## src/rtl/unified_mem_arbiter_pkg.sv

```systemverilog
// Shared types and constants for the unified instruction/data memory arbiter.
package unified_mem_arbiter_pkg;

   typedef enum logic [1:0] {
      IDLE    = 2'd0,
      D_WAIT  = 2'd1,
      I_WAIT  = 2'd2,
      RELEASE = 2'd3
   } arb_state_e;

   localparam logic [31:0] NOP_INSTR_DEF = 32'h0000_0013;
   localparam logic [3:0]  BE_WORD       = 4'hF;

endpackage

```

## src/rtl/unified_mem_arbiter_mem_timeout_ctr.sv

```systemverilog
// Down-counter that flags when a memory transfer has waited its full budget.
module mem_timeout_ctr #(
   parameter int TIMEOUT = 64
) (
   input  logic clk,
   input  logic rst,
   input  logic clr,
   input  logic en,
   output logic expired
);

   localparam int CW = $clog2(TIMEOUT + 1);
   localparam logic [CW-1:0] LOAD = CW'(TIMEOUT - 1);

   logic [CW-1:0] cnt_q;
   logic [CW-1:0] cnt_d;

   // Loaded with TIMEOUT-1 on entry, so reaching zero marks the last allowed wait cycle.
   always_comb begin
      cnt_d = cnt_q;
      if (clr) begin
         cnt_d = LOAD;
      end else if (en && (cnt_q != '0)) begin
         cnt_d = cnt_q - 1'b1;
      end
   end

   always_ff @(posedge clk or posedge rst) begin
      if (rst) begin
         cnt_q <= '0;
      end else begin
         cnt_q <= cnt_d;
      end
   end

   assign expired = (cnt_q == '0);

endmodule

```

## src/rtl/unified_mem_arbiter.sv

```systemverilog
// Arbitrates one single-port memory between fetch and load/store, freezing the
// pipeline until the data access (if any) and then the fetch (if any) complete.
module unified_mem_arbiter
   import unified_mem_arbiter_pkg::*;
#(
   parameter int          TIMEOUT   = 64,
   parameter logic [31:0] NOP_INSTR = NOP_INSTR_DEF
) (
   input  logic        clk,
   input  logic        rst,
   input  logic        ireq,
   input  logic [31:0] iaddr,
   input  logic        dreq,
   input  logic        dwe,
   input  logic [31:0] daddr,
   input  logic [31:0] dwdata,
   input  logic [3:0]  dbe,
   output logic [31:0] instr_o,
   output logic [31:0] drdata_o,
   output logic        stall_o,
   output logic        mem_req,
   output logic        mem_we,
   output logic [31:0] mem_addr,
   output logic [31:0] mem_wdata,
   output logic [3:0]  mem_be,
   input  logic        mem_ack,
   input  logic [31:0] mem_rdata,
   output logic        mem_err
);

   arb_state_e  state_q, state_d;
   logic [31:0] instr_q, instr_d;
   logic [31:0] drdata_q, drdata_d;
   logic        mem_err_q, mem_err_d;
   logic        ctr_clr, ctr_en, ctr_expired;

   mem_timeout_ctr #(.TIMEOUT(TIMEOUT)) u_timeout (
      .clk     (clk),
      .rst     (rst),
      .clr     (ctr_clr),
      .en      (ctr_en),
      .expired (ctr_expired)
   );

   always_comb begin
      state_d   = state_q;
      instr_d   = instr_q;
      drdata_d  = drdata_q;
      mem_err_d = mem_err_q;
      stall_o   = 1'b0;
      mem_req   = 1'b0;
      mem_we    = 1'b0;
      mem_addr  = '0;
      mem_wdata = '0;
      mem_be    = '0;
      ctr_en    = 1'b0;

      case (state_q)
         IDLE: begin
            stall_o = dreq | ireq;
            if (dreq) begin
               state_d = D_WAIT;
            end else if (ireq) begin
               state_d = I_WAIT;
            end
         end
         D_WAIT: begin
            stall_o   = 1'b1;
            mem_req   = 1'b1;
            mem_we    = dwe;
            mem_addr  = daddr;
            mem_wdata = dwdata;
            mem_be    = dbe;
            ctr_en    = ~mem_ack;
            // An ack on the final budget cycle still wins over the abort.
            if (mem_ack || ctr_expired) begin
               if (!dwe) begin
                  drdata_d = mem_ack ? mem_rdata : '0;
               end
               if (!mem_ack) begin
                  mem_err_d = 1'b1;
               end
               state_d = ireq ? I_WAIT : RELEASE;
            end
         end
         I_WAIT: begin
            stall_o  = 1'b1;
            mem_req  = 1'b1;
            mem_addr = iaddr;
            mem_be   = BE_WORD;
            ctr_en   = ~mem_ack;
            if (mem_ack || ctr_expired) begin
               instr_d = mem_ack ? mem_rdata : NOP_INSTR;
               if (!mem_ack) begin
                  mem_err_d = 1'b1;
               end
               state_d = RELEASE;
            end
         end
         RELEASE: begin
            state_d = IDLE;
         end
         default: begin
            state_d = IDLE;
         end
      endcase

      // Restart the wait budget whenever a new transfer begins, including D_WAIT -> I_WAIT.
      ctr_clr = ((state_d == D_WAIT) || (state_d == I_WAIT)) && (state_d != state_q);
   end

   always_ff @(posedge clk or posedge rst) begin
      if (rst) begin
         state_q   <= IDLE;
         instr_q   <= '0;
         drdata_q  <= '0;
         mem_err_q <= 1'b0;
      end else begin
         state_q   <= state_d;
         instr_q   <= instr_d;
         drdata_q  <= drdata_d;
         mem_err_q <= mem_err_d;
      end
   end

   assign instr_o  = instr_q;
   assign drdata_o = drdata_q;
   assign mem_err  = mem_err_q;

endmodule

```

## config.mk

```make
export PLATFORM = sky130hd
export DESIGN_NAME = unified_mem_arbiter
export DESIGN_NICKNAME = d
export VERILOG_FILES = /design/src/rtl/unified_mem_arbiter_pkg.sv /design/src/rtl/unified_mem_arbiter_mem_timeout_ctr.sv /design/src/rtl/unified_mem_arbiter.sv
export SDC_FILE = /design/constraint.sdc
export NUM_CORES = 1
export LEC_CHECK = 0
export CORE_MARGIN = 2
export CORE_UTILIZATION = 33
export DETAILED_ROUTE_END_ITERATION = 6
export MAX_ROUTING_LAYER = met4
export PLACE_DENSITY_LB_ADDON = 0.25
export SLEW_MARGIN = 40
export SYNTH_ARGS = -nofsm -noshare
export SYNTH_HDL_FRONTEND = slang
export SYNTH_SLANG_ARGS = --single-unit
```

## constraint.sdc

```tcl
create_clock -name clk -period 4.7 [get_ports clk]
set_input_delay 0.705 -clock clk [delete_from_list [all_inputs] [get_ports clk]]
set_output_delay 0.705 -clock clk [all_outputs]
set_load 0.03 [all_outputs]
```

**Yosys cells after proc, flatten, opt, wreduce, memory -nomap -nowiden**

Index checks and enable logic that the tools add are counted.

- Register bits: 74
- Input bits: 138
- Word-level logic and storage cells: 44

- $add $sub $neg: 1
- Eq/ne operators: 6
- Multiplexer cells: 17
- Bitwise gates (word level): 3
- Reduce and logical (&&, ||, !) cells: 12

Operator list:

| cell | count |
|---|---|
| $mux 32 | 3 |
| $pmux 32 s2 | 1 |
| $mux 7 | 2 |
| $mux 2 | 4 |
| $pmux 2 s4 | 1 |
| $pmux 4 s2 | 1 |
| $logic_not 7->1 | 1 |
| $reduce_bool 7->1 | 1 |
| $sub 7x1->7 const B | 1 |
| $eq 2x2->1 const B | 3 |
| $reduce_and 3->1 | 2 |
| $eq 2x1->1 const B | 2 |
| $mux 1 | 4 |
| $logic_and 1x1->1 | 2 |
| $logic_not 2->1 | 1 |
| $logic_or 1x1->1 | 2 |
| $ne 2x2->1 | 1 |
| $not 1->1 | 2 |
| $pmux 1 s2 | 1 |
| $reduce_and 2->1 | 1 |
| $reduce_bool 2->1 | 1 |
| $reduce_or 2->1 | 1 |
| $or 1x1->1 | 1 |

**Depth between registers and ports, before layout**

Gate-level depths: netlist (run 1).

- Depth after elaboration: 8
- Gate-level depth with buffers: 8

**Modules after synthesis**

Synthesis (run 1) repeated with hierarchy kept, for this count alone.

- Cells, all modules: 407
- Area total of the unflattened synthesis: 3872.5 µm²

Modules (own cells, without submodules):

| module | times used | cells each | area an instance (µm²) |
|---|---|---|---|
| unified_mem_arbiter | 1 | 370 | 3507.1 |
| mem_timeout_ctr | 1 | 37 | 365.4 |

**Worst setup path after synthesis (run 1)**

Ideal clock, no wire load.

- Path type: register -> output
- Start: register state_q[0]
- End: output port mem_addr[10]
- Arrival time: 1.848 ns
- Required time: 3.995 ns
- Path slack: 2.147 ns
- Stages on the path, launching flop included: 7
- Buffers on the path: 2
- Cells stage by stage: dfrtp_1 inv_1 ha_1 clkbuf_1 clkbuf_1 a22oi_1 nor2_1

- Longest elaborated chain between the ends: 2
- Elaborated cells between the ends (all ways): 3
- Classes of those cells: 2 x eq/ne; 1 x mux

Ends and longest elaborated chain:

| what | RTL line | source |
|---|---|---|
| start: declaration | unified_mem_arbiter.sv:31 | `arb_state_e state_q, state_d;` |
| start signal: assignment | unified_mem_arbiter.sv:119 | `state_q <= state_d;` |
| $eq 2x2->1 or $eq 2x1->1 (tied branches) | unified_mem_arbiter.sv:58 | `case (state_q)` |
| $pmux 32 s2 (*) | unified_mem_arbiter.sv:58 |  |
| end: declaration | unified_mem_arbiter.sv:23 | `output logic [31:0] mem_addr,` |

Mark *: on every way between the ends. The rest lies on a longest branch, timed or not.

**Worst setup path after layout (run 1)**

- Start: register state_q[0]
- End: output port mem_be[3]

- Longest elaborated chain between the ends: 2
- Elaborated cells between the ends (all ways): 3
- Classes of those cells: 2 x eq/ne; 1 x mux

Ends and longest elaborated chain:

| what | RTL line | source |
|---|---|---|
| $eq 2x2->1 or $eq 2x1->1 (tied branches) | unified_mem_arbiter.sv:58 |  |
| $pmux 4 s2 (*) | unified_mem_arbiter.sv:58 |  |
| end: declaration | unified_mem_arbiter.sv:25 | `output logic [3:0] mem_be,` |

Marked as above.

==> qor.csv, run 1 <==
stage;metric;value;unit
status;outcome;finished, final reports clean;
setup_path;path_class;reg -> out;
clock_network;clk_root_buffer_cell;clkbuf_16;
power_and_ir_drop;p_int;2670;µW
power_and_ir_drop;power;4980;µW
power_and_ir_drop;p_sw_share;46.3;%
timing;period_minus_slack;3.33;ns
global_routing;grt_pass1_wl;22.5;mm
detailed_routing;dr.pass1.iters;4;
logic_synthesis;synth_common_cells;dfrtp_1, inv_1, nand3_1, nor2_1, and2_1;
die;floorplan.initialDensity;33.8;%
timing;hold_violations;0;
clock_network;cts.sinks;74;
detailed_routing;finalWirelength;14.7;mm
die;die_area;12600;µm²
setup_path;critPathArrivalTime;2.62;ns
logic_synthesis;syn_area;3860;µm²
global_routing;gr-usage-all-layers;23.5;%
timing;fmax;301;MHz
setup_path;r2r_cells;7;
clock_network;clock_latency;0.33;ns
clock_network;clkTransAtPathRegs;0.06;ns
logic_synthesis;syn_area_per_cell;9.43;µm²
die;core-area;11400;µm²
placed_design;hpwl;11.3;mm
logic_synthesis;synth_area_leaders;dfrtp_1, a22o_1, a22oi_1, and2_1, nand3_1;
clock_network;cts_hold_buffers;0;
timing;rsz0062_at_grt;false;
finish;layout-drive-gt1-share;5.07;%
finish;fill_cells;989;
die;num_rows;39;
timing;slew_headroom;57.8;%
global_routing;grt_max_degree;72;
logic_synthesis;synth.top_cell.area_share;48.0;%
clock_network;htreeDepth;3;
detailed_routing;postRouteAntennaNets;0;
placed_design;routabilityCongestion;0.988;
timing;hold_ws;0.488;ns
logic_synthesis;synth_cell_types;42;
global_routing;antenna_found_initial;0;
finish;n_antenna_cell;0;
setup_path;crit_fanout;37;
placed_design;port_buffers;273;
clock_network;cts_max_path_buffers;2;
die;die_h;112;µm
power_and_ir_drop;p_comb_share;64.1;%
detailed_routing;drcViolationCount;0;
timing;post-route-period-util;70.8;%
global_routing;grt_overflow;0;
finish;final_nets;812;
logic_synthesis;yosys.area.top_type;dfrtp_1;
clock_network;cts_tree;built;
timing;slew_violations;0;
power_and_ir_drop;peakVddDrop;0.461;mV
logic_synthesis;synth-main-ff-cell;dfrtp_1;
timing;fin_skew;0.00857;ns
logic_synthesis;synthArstFlopShare;100;%
power_and_ir_drop;power.density;713;nW/µm²
logic_synthesis;ys_warn_count;0;
logic_synthesis;synth_edf_count;0;
logic_synthesis;synth_most_common_cell;dfrtp_1;
timing;setup_viol;0;
power_and_ir_drop;p_sw;2310;µW
logic_synthesis;synth_seq_area_share;48.0;%
die;ios;274;
timing;worst_slew_pin_slew;0.633;ns
detailed_routing;vias;4127;
die;die_x;112;µm
logic_synthesis;ys_seq_elements;74;
flow_run;maxCapViolations;0;
min_path;min_path_cells;2;
setup_path;cp-end-kind;output pin;
clock_network;cts_post_setup_buffers_inserted;0;
min_path;worstHoldStart;mem_err;
logic_synthesis;syn-num-nets;554;
power_and_ir_drop;seqPwrFrac;21.1;%
setup_path;critPathLaunch;state_q[0];
detailed_routing;viasPerCell;5.07;
global_routing;grt_pass1_vias;4120;
power_and_ir_drop;power_frac_clock;14.7;%
clock_network;cts_resized;0;
logic_synthesis;syn_inst;409;
timing;tns;0;ns
setup_path;r2r-start;state_q[1];
power_and_ir_drop;leakage;0.00285;µW
clock_network;cts-buffers-inserted;9;
finish;syn_to_final_growth;81.0;%
min_path;hold_path_class;reg -> reg;
setup_path;required;3.99;ns
setup_path;startpoint_type;flip-flop;
detailed_routing;drt_iter0_markers;295;
detailed_routing;routedWlPerCell;18.1;µm
-- power by group through the flow --
| stage | logic [µW] | clock network [µW] | registers (µW) |
|---|---|---|---|
| floorplan | 1410 | 0 | 1520 |
| global placement | 3160 | 0 | 1050 |
| detailed placement | 3200 | 0 | 1060 |
| CTS | 3220 | 742 | 1050 |
| global route | 3360 | 770 | 1090 |
| finish | 3190 | 734 | 1050 |
-- state kept, by name (all words and copies together), names as in the netlist --
| name | flops |
|---|---|
| instr_o | 32 |
| state_q | 2 |
| u_timeout.cnt_q | 7 |
| drdata_o | 32 |
| mem_err | 1 |
-- worst max-delay path, stage by stage (launching register included) --
cell and delay, ns:
dfrtp_1 0.47, inv_1 0.16, ha_1 0.39, inv_2 0.48, nor2_1 0.11, clkdlybuf4s50_1 0.67
-- final timing paths --
path	end	slack, ns
setup reg to reg	drdata_o[4]	2.17
max in group asynchronous	instr_o[9]	3.08
hold reg to reg	mem_err	0.49
setup / recovery	mem_be[3]	1.37
hold / removal	mem_err	0.49
min in group asynchronous	drdata_o[17]	0.78
-- per-stage QoR --
step	worst slack [ns]	util, %	cell area, µm²	std cells
2_1_floorplan	2.11	-	3860	409
3_3_place_gp	1.47	58.3	6660	799
3_5_place_dp	1.49	58.4	6670	799
4_1_cts	1.37	61.2	6990	814
5_1_grt	1.18	61.2	6980	814
6_report	1.37	61.2	6980	814
-- cell families after synthesis --
logic type	share of synthesized area, %
flops	48.0
simple gates	18.3
fa+ha+maj	2.27
buf+inv	7.98
xor+xnor	0.908
compound gates	22.5
-- layout by cell type, fill, tap and decap left out, types with 5 or more instances in the layout --
cell type,count
ha_1,6
buf_4,5
o21ai_0,31
a22oi_1,32
clkdlybuf4s50_1,272
nand3_1,38
nor2_1,38
clkbuf_16,9
o21ai_1,5
and2_1,33
dfrtp_1,74
inv_1,39
nand2_1,5
a22o_1,29
a21oi_1,8
-- per-layer routing --
layer	global-route usage, %	up-vias	wire length (µm)
li1	-	1938	-
met1	26.6	1940	5820
met2	38.2	212	7100
met3	7.02	37	1200
met4	11.5	0	632
met5	-	-	0
-- layout make-up --
cell class              count  area (µm²)  area share, %
clock buffers              11         243           3.48
clock inverters             4        76.3           1.09
inverters                  41         156           2.24
multi-input cells         263        1710           24.5
flip-flops and latches     74        1850           26.5
well taps                 143         179           2.56
repair buffers            278        2770           39.6
Power figures use the tool's default switching activity.
==> run 2, diff against run 1 <==
CORE_UTILIZATION = 32   (was 33)
clock period = 2.9 ns   (was 4.7 ns; I/O delays follow)
==> run 2 against run 1 <==
Against the previous run:
- via count grew 0.12%
- critical path depth stayed put
- non-clock buffer count up 5
- largest cell class unchanged
- count of clock-buffer cells in the layout up 1
- sequential share of layout area decreased by 0.44 points
- setup slack got worse by 1.2 ns
- global-route usage shrank 1.1 points
==> qor.csv, run 2 (synthesis gave the netlist of run 1 again) <==
stage;metric;value;unit;change
status;outcome;finished, final reports clean;;
finish;final_core_util;59.6;%;-1.5 points
setup_path;path_class;reg -> out;;
finish;final_common_cell;clkdlybuf4s50_1;;
finish;multi_input_area;1710;µm²;unchanged
die;floorplan.initialDensity;32.4;%;-1.4 points
die;ios;274;;unchanged
detailed_routing;drcViolationCount;0;;unchanged
clock_network;cts_hold_buffers;0;;unchanged
setup_path;required;2.47;ns;-1.52 ns
finish;regArea;1850;µm²;unchanged
setup_path;critPathArrivalTime;2.24;ns;-0.38 ns
timing;slew_violations;0;;unchanged
placed_design;port_buffers;273;;unchanged
timing;fmax;373;MHz;
clock_network;cts_post_setup_buffers_inserted;0;;unchanged
placed_design;hpwl;11.2;mm;-1.4%
die;num_rows;40;;+2.6%
global_routing;gr-usage-all-layers;22.4;%;-1.1 points
setup_path;critPathLaunch;state_q[0];;
finish;layout-drive-gt1-share;11.1;%;+6.0 points
clock_network;cts_max_path_buffers;2;;unchanged
clock_network;cts.sinks;74;;unchanged
power_and_ir_drop;power;8190;µW;+64%
global_routing;grt_overflow;0;;unchanged
clock_network;clock_latency;0.33;ns;about the same
die;core-area;11900;µm²;+4.3%
die;die_x;114;µm;+1.5%
timing;hold_violations;0;;unchanged
global_routing;grt_pass1_vias;4275;;+3.8%
detailed_routing;dr.pass1.iters;4;;unchanged
detailed_routing;postRouteAntennaNets;0;;unchanged
clock_network;clkTransAtPathRegs;0.06;ns;about the same
clock_network;cts-buffers-inserted;9;;unchanged
die;die_area;12900;µm²;+3.0%
timing;timing.final.ws_setup;0.223;ns;-1.15 ns
timing;fin_skew;0.00607;ns;-0.00250 ns
detailed_routing;drt_iter0_markers;237;;-20%
finish;final_cell_mix;clkdlybuf4s50_1, dfrtp_1, inv_1;;
power_and_ir_drop;power.density;1150;nW/µm²;+62%
setup_path;cp-end-kind;output pin;;
global_routing;antenna_found_initial;0;;unchanged
setup_path;crit_fanout;6;;-84%
timing;worst_slew_pin_slew;0.667;ns;+0.0346 ns
clock_network;htreeDepth;3;;unchanged
global_routing;grt_max_degree;65;;-9.7%
min_path;hold_path_class;in -> async;;
setup_path;startpoint_type;flip-flop;;
setup_path;r2r-start;state_q[0];;
die;die_h;114;µm;+1.5%
clock_network;cts_resized;0;;unchanged
detailed_routing;viasPerCell;5.01;;-1.1%
timing;tns;0;ns;unchanged
timing;hold_ws;0.443;ns;-0.0451 ns
timing;period_minus_slack;2.68;ns;
power_and_ir_drop;leakage;0.00297;µW;+4.4%
timing;setup_viol;0;;unchanged
finish;syn_to_final_growth;84.1;%;
finish;fill_cells;1032;;+4.3%
global_routing;grt_pass1_wl;22.0;mm;-2.2%
clock_network;clk_root_buffer_cell;clkbuf_16;;
placed_design;pre_cts_ws;0.358;ns;-1.13 ns
detailed_routing;finalWirelength;14.5;mm;-1.9%
finish;final_nets;817;;+0.62%
setup_path;r2r_slack;0.63;ns;-1.54 ns
finish;n_antenna_cell;0;;unchanged
detailed_routing;vias;4132;;+0.12%
placed_design;routabilityCongestion;0.933;;-5.5%
flow_run;maxCapViolations;0;;unchanged
setup_path;r2r_cells;8;;+1
timing;slew_headroom;55.5;%;-2.3 points
setup_path;r2r_end;u_timeout.cnt_q[6];;
clock_network;cts_tree;built;;
power_and_ir_drop;peakVddDrop;0.539;mV;+17%
timing;post-route-period-util;92.3;%;
timing;rsz0062_at_grt;false;;
detailed_routing;routedWlPerCell;17.6;µm;-3.0%
run 2: cell type report:
type,count,share of cell area (%)
Clock inverter,4,0.370
Timing Repair Buffer,283,41.1
Multi-Input combinational cell,263,24.1
Clock buffer,12,3.61
Sequential cell,74,26.1
Tap cell,147,2.59
Inverter,41,2.17
run 2: worst max path at each step:
stage	to	slack [ns]	cells past startpoint
4_1_cts	mem_wdata[12]	0.009	4
5_1_grt	mem_wdata[25]	0.12	4
3_3_place_gp	instr_o[12]	0.43	3
2_1_floorplan	drdata_o[0]	0.58	1
6_report	stall_o	0.22	5
3_5_place_dp	mem_wdata[12]	0.36	4
run 2: worst max-delay path, stage by stage, from the launching register on:
cell and delay (ns):
dfrtp_1 0.46, inv_1 0.17, ha_1 0.40, inv_2 0.05
a21oi_1 0.13, clkdlybuf4s50_1 0.70
run 2: routing by layer:
metal  up-vias  wire length, µm  global-route usage [%]
met2       196             7330                    38.5
met5         -                0                       -
met4         0              514                    9.51
li1       1945                -                       -
met1      1957             5580                    25.0
met3        34             1050                    5.53
run 2: through the flow:
stage | cells | area [µm²]
after floorplan | 409 | 3860
after global placement | 808 | 6810
after detailed placement | 808 | 6810
after CTS | 824 | 7090
after global routing | 824 | 7100
final | 824 | 7100
run 2: power breakdown:
| group | switching (µW) | internal [µW] |
|---|---|---|
| clock | 411 | 624 |
| combinational | 3150 | 2300 |
| sequential | 257 | 1450 |
